===== config.mk =====
export PLATFORM = sky130hd
export DESIGN_NAME = route4_fifo_flat
export DESIGN_NICKNAME = d
export VERILOG_FILES = /design/src/rtl/route4_fifo_pkg.sv /design/src/rtl/route4_fifo_if.sv /design/src/rtl/route4_fifo_chan_fifo.sv /design/src/rtl/route4_fifo.sv /design/src/flat_wrapper.sv
export SDC_FILE = /design/constraint.sdc
export NUM_CORES = 1
export LEC_CHECK = 0
export BUFFER_PORTS_ARGS = -buffer_cell sky130_fd_sc_hd__buf_2
export CAP_MARGIN = 25
export CORE_UTILIZATION = 58
export DETAILED_ROUTE_END_ITERATION = 12
export PLACE_DENSITY = 0.81
export SETUP_SLACK_MARGIN = 0.15
export SLEW_MARGIN = 10
export SYNTH_ARGS = -nofsm -noshare
export SYNTH_HDL_FRONTEND = slang
export SYNTH_SLANG_ARGS = --single-unit

===== constraint.sdc =====
create_clock -name clock -period 7.2 [get_ports clock]
set_input_delay 1.08 -clock clock [delete_from_list [all_inputs] [get_ports clock]]
set_output_delay 1.08 -clock clock [all_outputs]
set_load 0.01 [all_outputs]

===== src/rtl/route4_fifo_pkg.sv =====
// Shared definitions for the 4-way buffered router: channel encodings,
// default word width and the push-strobe demultiplexor.
package route4_fifo_pkg;

    localparam int DEF_WIDTH = 16;
    localparam int DEF_DEPTH = 2;
    localparam int NUM_CH    = 4;

    localparam logic [1:0] CH_A = 2'b00;
    localparam logic [1:0] CH_B = 2'b01;
    localparam logic [1:0] CH_C = 2'b10;
    localparam logic [1:0] CH_D = 2'b11;

    // DMux4Way: steer a single bit onto one of four outputs (bit0=a .. bit3=d).
    function automatic logic [3:0] dmux4way(input logic in_bit, input logic [1:0] sel);
        logic [3:0] out_v;
        out_v = 4'b0000;
        case (sel)
            CH_A:    out_v[0] = in_bit;
            CH_B:    out_v[1] = in_bit;
            CH_C:    out_v[2] = in_bit;
            CH_D:    out_v[3] = in_bit;
            default: out_v = 4'b0000;
        endcase
        return out_v;
    endfunction

endpackage


===== src/rtl/route4_fifo_if.sv =====
// Handshake bundle of the router: one valid/ready input, four valid/ready
// outputs with per-channel head data and full flags.
interface route4_fifo_if
    import route4_fifo_pkg::*;
#(
    parameter int WIDTH = DEF_WIDTH
);
    logic             in_valid;
    logic             in_ready;
    logic [WIDTH-1:0] in_data;
    logic [1:0]       in_sel;
    logic [3:0]       out_valid;
    logic [3:0]       out_ready;
    logic [WIDTH-1:0] out_data_a;
    logic [WIDTH-1:0] out_data_b;
    logic [WIDTH-1:0] out_data_c;
    logic [WIDTH-1:0] out_data_d;
    logic [3:0]       full;

    // Producer/consumer side.
    modport master (
        output in_valid, in_data, in_sel, out_ready,
        input  in_ready, out_valid, out_data_a, out_data_b, out_data_c, out_data_d, full
    );

    // Router side.
    modport slave (
        input  in_valid, in_data, in_sel, out_ready,
        output in_ready, out_valid, out_data_a, out_data_b, out_data_c, out_data_d, full
    );
endinterface


===== src/rtl/route4_fifo_chan_fifo.sv =====
// Single-channel FIFO: DEPTH entries, pointer wrap modulo DEPTH, head read
// combinationally from registered storage, no bypass from wdata to rdata.
module route4_fifo_chan_fifo
    import route4_fifo_pkg::*;
#(
    parameter int WIDTH = DEF_WIDTH,
    parameter int DEPTH = DEF_DEPTH
) (
    input  logic             clock,
    input  logic             reset_n,
    input  logic             push,
    input  logic [WIDTH-1:0] wdata,
    input  logic             pop,
    output logic             valid,
    output logic [WIDTH-1:0] rdata,
    output logic             full
);
    localparam int PTR_W = $clog2(DEPTH);
    localparam int CNT_W = PTR_W + 1;

    logic [WIDTH-1:0] mem_r [DEPTH];
    logic [PTR_W-1:0] wr_ptr_r;
    logic [PTR_W-1:0] rd_ptr_r;
    logic [CNT_W-1:0] count_r;
    logic             push_s;
    logic             pop_s;

    // Guard the strobes so a full channel never overflows and an empty one never underflows.
    always_comb begin
        push_s = push & ~full;
        pop_s  = pop & valid;
    end

    assign valid = (count_r != {CNT_W{1'b0}});
    assign full  = (count_r == CNT_W'(DEPTH));
    assign rdata = mem_r[rd_ptr_r];

    // Storage, pointers and occupancy count; reset clears everything including storage.
    always_ff @(posedge clock) begin
        if (!reset_n) begin
            for (int i = 0; i < DEPTH; i++) begin
                mem_r[i] <= {WIDTH{1'b0}};
            end
            wr_ptr_r <= {PTR_W{1'b0}};
            rd_ptr_r <= {PTR_W{1'b0}};
            count_r  <= {CNT_W{1'b0}};
        end else begin
            if (push_s) begin
                mem_r[wr_ptr_r] <= wdata;
                wr_ptr_r        <= wr_ptr_r + PTR_W'(1);
            end
            if (pop_s) begin
                rd_ptr_r <= rd_ptr_r + PTR_W'(1);
            end
            case ({push_s, pop_s})
                2'b10:   count_r <= count_r + CNT_W'(1);
                2'b01:   count_r <= count_r - CNT_W'(1);
                default: count_r <= count_r;
            endcase
        end
    end
endmodule


===== src/rtl/route4_fifo.sv =====
// Buffered 4-way word router: one input stream demultiplexed by in_sel into
// four independent channel FIFOs, each with its own valid/ready output.
module route4_fifo
    import route4_fifo_pkg::*;
#(
    parameter int WIDTH = DEF_WIDTH,
    parameter int DEPTH = DEF_DEPTH
) (
    input  logic         clock,
    input  logic         reset_n,
    route4_fifo_if.slave bus
);
    logic [3:0]       full_s;
    logic [3:0]       valid_s;
    logic [3:0]       push_vec_s;
    logic [WIDTH-1:0] rdata_s [NUM_CH];
    logic             sel_full_s;
    logic             in_ready_s;
    logic             push_s;

    // Readiness depends only on the selected channel's fill state, never on out_ready.
    always_comb begin
        sel_full_s = 1'b1;
        case (bus.in_sel)
            CH_A:    sel_full_s = full_s[0];
            CH_B:    sel_full_s = full_s[1];
            CH_C:    sel_full_s = full_s[2];
            CH_D:    sel_full_s = full_s[3];
            default: sel_full_s = 1'b1;
        endcase
        in_ready_s = reset_n & ~sel_full_s;
        push_s     = bus.in_valid & in_ready_s;
        push_vec_s = dmux4way(push_s, bus.in_sel);
    end

    for (genvar g = 0; g < NUM_CH; g++) begin : g_ch
        route4_fifo_chan_fifo #(
            .WIDTH (WIDTH),
            .DEPTH (DEPTH)
        ) u_chan (
            .clock   (clock),
            .reset_n (reset_n),
            .push    (push_vec_s[g]),
            .wdata   (bus.in_data),
            .pop     (bus.out_ready[g]),
            .valid   (valid_s[g]),
            .rdata   (rdata_s[g]),
            .full    (full_s[g])
        );
    end

    assign bus.in_ready   = in_ready_s;
    assign bus.out_valid  = valid_s;
    assign bus.full       = full_s;
    assign bus.out_data_a = rdata_s[0];
    assign bus.out_data_b = rdata_s[1];
    assign bus.out_data_c = rdata_s[2];
    assign bus.out_data_d = rdata_s[3];
endmodule


===== src/flat_wrapper.sv =====
// flat-port wrapper written by rule: the top's interface ports become plain ports
module route4_fifo_flat import route4_fifo_pkg::*;
#(
    parameter int WIDTH = DEF_WIDTH,
    parameter int DEPTH = DEF_DEPTH
)
  (clock, reset_n, bus_in_valid, bus_in_data, bus_in_sel, bus_out_ready, bus_in_ready, bus_out_valid, bus_out_data_a, bus_out_data_b, bus_out_data_c, bus_out_data_d, bus_full);
  route4_fifo_if #(.WIDTH(WIDTH)) bus_i ();
  input  logic clock;
  input  logic reset_n;
  input wire logic [$bits(bus_i.in_valid)-1:0] bus_in_valid;
  input wire logic [$bits(bus_i.in_data)-1:0] bus_in_data;
  input wire logic [$bits(bus_i.in_sel)-1:0] bus_in_sel;
  input wire logic [$bits(bus_i.out_ready)-1:0] bus_out_ready;
  output wire logic [$bits(bus_i.in_ready)-1:0] bus_in_ready;
  output wire logic [$bits(bus_i.out_valid)-1:0] bus_out_valid;
  output wire logic [$bits(bus_i.out_data_a)-1:0] bus_out_data_a;
  output wire logic [$bits(bus_i.out_data_b)-1:0] bus_out_data_b;
  output wire logic [$bits(bus_i.out_data_c)-1:0] bus_out_data_c;
  output wire logic [$bits(bus_i.out_data_d)-1:0] bus_out_data_d;
  output wire logic [$bits(bus_i.full)-1:0] bus_full;
  assign bus_i.in_valid = bus_in_valid;
  assign bus_i.in_data = bus_in_data;
  assign bus_i.in_sel = bus_in_sel;
  assign bus_i.out_ready = bus_out_ready;
  assign bus_in_ready = bus_i.in_ready;
  assign bus_out_valid = bus_i.out_valid;
  assign bus_out_data_a = bus_i.out_data_a;
  assign bus_out_data_b = bus_i.out_data_b;
  assign bus_out_data_c = bus_i.out_data_c;
  assign bus_out_data_d = bus_i.out_data_d;
  assign bus_full = bus_i.full;
  route4_fifo #(.WIDTH(WIDTH), .DEPTH(DEPTH)) u_core (.clock(clock), .reset_n(reset_n), .bus(bus_i));
endmodule

==> results by group, run 1 <==
Status
  • Status: finished clean

Timing
  • RSZ-0062 raised after global routing: no
  • FMAX: 289 MHz
  • Final hold violations: 0
  • Final min period: 3460 ps
  • Hold slack final: 500 ps
  • Slew Limit Fails: 0
  • Setup TNS: 0 ps
  • Setup skew after layout: 5.47 ps
  • Final setup viols: 0
  • Measured slew at the worst slew-check pin: 887 ps
  • Slew HR: 40.6%
  • Period utilization: 48.1%

Die
  • I/O pins: 98
  • Initial Utilization: 60.3%
  • Chip width: 109 um
  • Core Rows: 38
  • DIE AREA: 0.0119 sq mm
  • Core area: 0.0110 sq mm
  • Die Ht: 109 um

Logic synthesis
  • Post-Syn Instances: 492
  • Syn Area/Cell: 13.5 sq um
  • Yosys top cell by area: edfxtp_1
  • Synth Net Count: 521
  • Post-synth top area share: 58.0%
  • Register area share after synthesis: 64.0%
  • Netlist cell types: 42
  • Yosys warns: 0
  • Synth area leaders: edfxtp_1, mux2_2, nor2_1
  • Synth Register Bits: 148
  • Synthesized area: 0.00663 sq mm

Clock tree
  • Root buf cell: clkbuf_16
  • Worst skew pair latency: 410 ps
  • Hold_buf cts: 0
  • CTS tree: built
  • Cts repair resizes: 0
  • Setup bufs post-CTS: 0
  • Number of buffers created by CTS: 17
  • Clock buffer depth: 2
  • H-tree levels: 4
  • Worst-path clk slew: 60 ps
  • # clock sinks: 148

Finish
  • Nets: 612
  • Final core occ: 71.2%
  • P&R area growth vs syn: 18.1%
  • Post-Layout Cell Count: 735
  • Share of cells above drive strength 1: 37.1%
  • Most common cell after layout, fill and taps aside: edfxtp_1
  • Filler cells: 728
  • Most frequent cells in the layout: edfxtp_1, nor2_1, buf_2
  • Ant diodes: 0

GRT
  • Vias in the first global route: 4150
  • Pin count of the biggest net entering global routing: 20
  • GRT Total Usage: 25.4%
  • Initial antenna violation count: 0
  • First-pass GRT wire length: 21700 um
  • Global route total overflow: 0

Critical path
  • CP dominant cell by count: buf_2
  • CP Cell Sequence: buf_2, nand4b_2, nand2_1, nor3_1, buf_2
  • CP max-delay cell: nand4b_2
  • CP max FO: 18
  • Kind of critical path: primary input to primary output
  • CP max stage delay: 700 ps
  • Worst path required time: 6120 ps
  • Critical Path Start Type: primary input
  • Worst Path Arrival: 2380 ps
  • Endpoint class of the critical path: primary output

Routing
  • DR DRC count: 0
  • TritonRoute pass-1 iters: 7
  • Routed WL: 14300 um
  • Via density: 5.71
  • Via count: 4199
  • Final ANT Viol Nets: 0
  • Initial DRC Count: 323
  • WL per Instance: 19.4 um

Power
  • Static Leak: 3.02 nW
  • Power per cell area: 272 mW/mm^2
  • IR drop worst, VDD: 0.150 mV

Place
  • Detailed Place HPWL: 9360 um
  • Final GP Congestion: 0.857
  • IO buf count: 97
  • Inst Count DP: 702

Hold path
  • Hold Crit Class: flop to flop

Flow run
  • Max-Cap Viols: 0
[routing by layer]
metal  vias to the layer above  routed length, um  track usage [%]
met5                         -                  0                0
met2                       172               7640             44.6
met3                        31                816             5.44
met4                         0                284             10.2
met1                      2068               5520             30.2
li1                       1928                  -                -
[through the flow]
stage / worst slack, ps / cell area, sq um / total power, mW
4_1_cts: 3450 / 7790 / 2.13
5_1_grt: 3580 / 7830 / 2.19
3_3_place_gp: 3290 / 7150 / 1.21
2_1_floorplan: 3840 / 6630 / 1.15
6_report: 3740 / 7830 / 2.13
3_5_place_dp: 3480 / 7160 / 1.22
[critical path, delay by kind of cell]
family                 cells  cell delay, ps
buffers and inverters      2             300
and+or+nand+nor            3            1000
[logic make-up (layout without fill, tap and decap cells)]
family	count (synthesis)	count (layout)	synth area share, %
and+or+nand+nor	199	199	17.1
DFF	148	148	64.0
muxes	65	65	11.0
buffers and inverters	40	143	3.32
AOI/OAI and AO/OA	24	24	2.15
xor gates and xnor gates	12	12	1.59
adders and majority gates	4	4	0.755
[final cells by class]
class / count / area (sq um) / area share [%]
inverter: 5 / 18.8 / 0.240
clock buffer: 27 / 588 / 7.52
multi-input combinational: 304 / 2170 / 27.8
timing repair buffer: 107 / 576 / 7.36
sequential: 148 / 4240 / 54.2
tap: 140 / 175 / 2.24
clock inverter: 4 / 51.3 / 0.656
[report_power, final]
part | total [mW] | leakage, nW | internal [mW] | switching [mW]
sequential | 1.00 | 1.49 | 0.972 | 0.0310
clock | 0.924 | 0.312 | 0.594 | 0.329
combinational | 0.204 | 1.21 | 0.0910 | 0.112
[registers in the layout, indices dropped and copies added, names as in the netlist, named ones only]
| register | count |
|---|---|
| u_core.g_ch.u_chan.mem_r | 128 |
| u_core.g_ch.u_chan.wr_ptr_r | 4 |
| u_core.g_ch.u_chan.rd_ptr_r | 4 |
| u_core.g_ch.u_chan.count_r | 8 |
[synth_stat cells (all sizes together)]
cell / number
nand4b: 1
nor4: 2
or3: 8
or3b: 1
mux2: 64
buf: 21
o21ai: 10
o32ai: 1
nor2: 109
nand3: 4
o31ai: 2
and2: 33
nand4: 16
xnor2: 8
nor2b: 3
nand2b: 4
edfxtp: 128
o22ai: 3
nor3: 1
clkinv: 1
and3: 2
ha: 4
dfxtp: 20
clkbuf: 14
xor2: 4
nor3b: 1
o21a: 4
a21oi: 4
or4b: 1
nand2: 8
mux2i: 1
or2: 4
nand3b: 1
inv: 4
[path summary, 6_finish.rpt]
kind	endpoint	slack [ps]	cells past startpoint	from
max	bus_in_ready	3740	5	bus_in_sel[1]
max reg2reg	u_core.g_ch[0].u_chan.mem_r[1][11]$_SDFFCE_PN0P_	4710	4	u_core.g_ch[0].u_chan.count_r[0]$_SDFFE_PN0P_
min	u_core.g_ch[1].u_chan.wr_ptr_r$_SDFFE_PN0P_	500	2	u_core.g_ch[1].u_chan.wr_ptr_r$_SDFFE_PN0P_
min reg2reg	u_core.g_ch[1].u_chan.wr_ptr_r$_SDFFE_PN0P_	500	2	u_core.g_ch[1].u_chan.wr_ptr_r$_SDFFE_PN0P_
No activity file was read; power rests on OpenSTA's default activity.
==> run 2: changes to the inputs <==
CORE_UTILIZATION = 57   (was 58)
PLACE_DENSITY = 0.8   (was 0.81)
clock period = 3.2 ns   (was 7.2 ns; I/O delays follow)
==> run 2 against run 1 <==
Combinational power up 120%. Non-clock buffer count up 2. Critical endpoint unchanged. Clock power is 110% higher. Final cell count is 0.82% higher.
==> results by group, run 2 (same netlist as run 1, synthesis figures left out) <==
Finish
  • Biggest register: u_core.g_ch.u_chan.mem_r
  • Ant diodes: 0 (unchanged)
  • Share of cells above drive strength 1: 37.3% (+0.15 points)
  • P&R area growth vs syn: 17.4%
  • Design area: 0.00778 sq mm (-0.58%)
  • Post-Layout Cell Count: 741 (+0.82%)
  • Nets: 614 (+0.33%)
  • Max FFs per register: 128 (unchanged)
  • Most frequent cells in the layout: edfxtp_1, nor2_1, buf_2
  • Final core occ: 68.4% (-2.8 points)
  • Filler cells: 756 (+3.8%)
  • Biggest regs: u_core.g_ch.u_chan.mem_r x128, u_core.g_ch.u_chan.count_r x8
  • Most common cell after layout, fill and taps aside: edfxtp_1

Power
  • Power per cell area: 602 mW/mm^2 (+120%)
  • Clock Power Share: 42.2% (-1.2 points)
  • Internal power: 3.61 mW (+120%)
  • Register share of total power: 48.1% (+1.0 points)
  • Psw: 1.07 mW (+130%)
  • IR drop worst, VDD: 0.352 mV (+130%)
  • Static Leak: 2.99 nW (-0.94%)
  • Combinational share of power: 9.6% (about the same)
  • Switching part of the total: 22.9% (+0.68 points)
  • Power, Total: 4.69 mW (+120%)

Clock tree
  • Setup bufs post-CTS: 0 (unchanged)
  • # clock sinks: 148 (unchanged)
  • Cts repair resizes: 0 (unchanged)
  • CTS tree: built
  • Hold_buf cts: 0 (unchanged)
  • Clock buffer depth: 2 (unchanged)
  • Number of buffers created by CTS: 17 (unchanged)
  • Worst-path clk slew: 60 ps (about the same)
  • H-tree levels: 4 (unchanged)
  • Worst skew pair latency: 420 ps (about the same)
  • Root buf cell: clkbuf_16

GRT
  • First-pass GRT wire length: 20900 um (-3.5%)
  • Vias in the first global route: 3925 (-5.4%)
  • Global route total overflow: 0 (unchanged)
  • Initial antenna violation count: 0 (unchanged)
  • Pin count of the biggest net entering global routing: 19 (-5.0%)
  • GRT Total Usage: 24.3% (-1.1 points)

Die
  • Core Rows: 39 (+2.6%)
  • DIE AREA: 0.0121 sq mm (+1.7%)
  • Initial Utilization: 58.3% (-2.1 points)
  • I/O pins: 98 (unchanged)
  • Chip width: 110 um (+0.86%)
  • Die Ht: 110 um (+0.86%)
  • Core area: 0.0114 sq mm (+3.5%)

Timing
  • Setup slack after layout: 842 ps (-2900 ps)
  • Hold slack final: 392 ps (-108 ps)
  • Slew Limit Fails: 0 (unchanged)
  • Period utilization: 73.7%
  • Slew HR: 48.1% (+7.4 points)
  • Final min period: 2360 ps
  • Setup skew after layout: 9.55 ps (+4.08 ps)
  • FMAX: 424 MHz
  • Measured slew at the worst slew-check pin: 777 ps (-111 ps)
  • RSZ-0062 raised after global routing: no
  • Setup TNS: 0 ps (unchanged)
  • Final setup viols: 0 (unchanged)
  • Final hold violations: 0 (unchanged)

Hold path
  • Hold Crit Class: primary input to flop

Routing
  • Final ANT Viol Nets: 0 (unchanged)
  • Via count: 4163 (-0.86%)
  • Via density: 5.62 (-1.7%)
  • TritonRoute pass-1 iters: 6 (-1)
  • Initial DRC Count: 283 (-12%)
  • WL per Instance: 18.4 um (-5.0%)
  • DR DRC count: 0 (unchanged)
  • Routed WL: 13700 um (-4.3%)

Place
  • Inst Count DP: 709 (+1.0%)
  • IO buf count: 97 (unchanged)
  • Post-placement setup slack: 812 ps (-2670 ps)
  • DP Area: 0.00719 sq mm (+0.47%)
  • Detailed Place HPWL: 9080 um (-2.9%)
  • Final GP Congestion: 0.803 (-6.3%)

Status
  • Status: finished clean

Critical path
  • Critical Path Start Type: flop
  • Kind of critical path: flop to primary output
  • CP max FO: 17 (-1)
  • Worst Path Arrival: 1880 ps (-500 ps)
  • Endpoint class of the critical path: primary output
  • Worst path required time: 2720 ps (-3400 ps)

Flow run
  • Max-Cap Viols: 0 (unchanged)
[run 2: changes by cell type in the layout (fill, tap and decap cells not counted), sizes merged]
cell / delta
clkbuf: -8
clkinv: +3
buf: +2
bufinv: +2
clkinvlp: +2
inv: +2
[run 2: critical path, cell delays in order, from the launching register on]
cell and delay (ps):
dfxtp_1 360, or4b_1 530, buf_4 250, nand2_1 100
nor3_1 40, buf_2 170
[run 2: power by group through the flow]
stage          clock (mW)  sequential, mW  combinational (mW)
2_1_floorplan           0            2.26               0.327
3_3_place_gp            0            2.29               0.439
3_5_place_dp            0            2.29               0.450
4_1_cts              2.00            2.26               0.455
5_1_grt              2.09            2.27               0.490
6_report             1.98            2.26               0.451
[run 2: final timing paths]
path	depth (start not counted)	endpoint	start	slack [ps]
worst max register to register	4	u_core.g_ch[3].u_chan.mem_r[1][2]$_SDFFCE_PN0P_	u_core.g_ch[3].u_chan.count_r[0]$_SDFFE_PN0P_	1110
worst min-delay path	2	u_core.g_ch[2].u_chan.mem_r[0][5]$_SDFFCE_PN0P_	bus_in_data[5]	390
worst max-delay path	5	bus_in_ready	u_core.g_ch[0].u_chan.count_r[0]$_SDFFE_PN0P_	840
worst min register to register	2	u_core.g_ch[3].u_chan.wr_ptr_r$_SDFFE_PN0P_	u_core.g_ch[3].u_chan.wr_ptr_r$_SDFFE_PN0P_	500
[run 2: area by class of cell]
type | instances | area (sq um) | share of cell area [%]
timing repair buffer | 109 | 576 | 7.40
clock inverter | 13 | 158 | 2.03
clock buffer | 19 | 433 | 5.56
inverter | 5 | 18.8 | 0.241
multi-input combinational | 304 | 2170 | 27.9
tap | 143 | 179 | 2.30
sequential | 148 | 4240 | 54.6
[run 2: routing by layer]
| metal | wire length, um | global-route usage, % | up-vias |
|---|---|---|---|
| met5 | 0 | 0 | - |
| li1 | - | - | 1941 |
| met1 | 5500 | 31.2 | 2026 |
| met3 | 900 | 6.28 | 16 |
| met2 | 7130 | 40.0 | 180 |
| met4 | 131 | 8.57 | 0 |
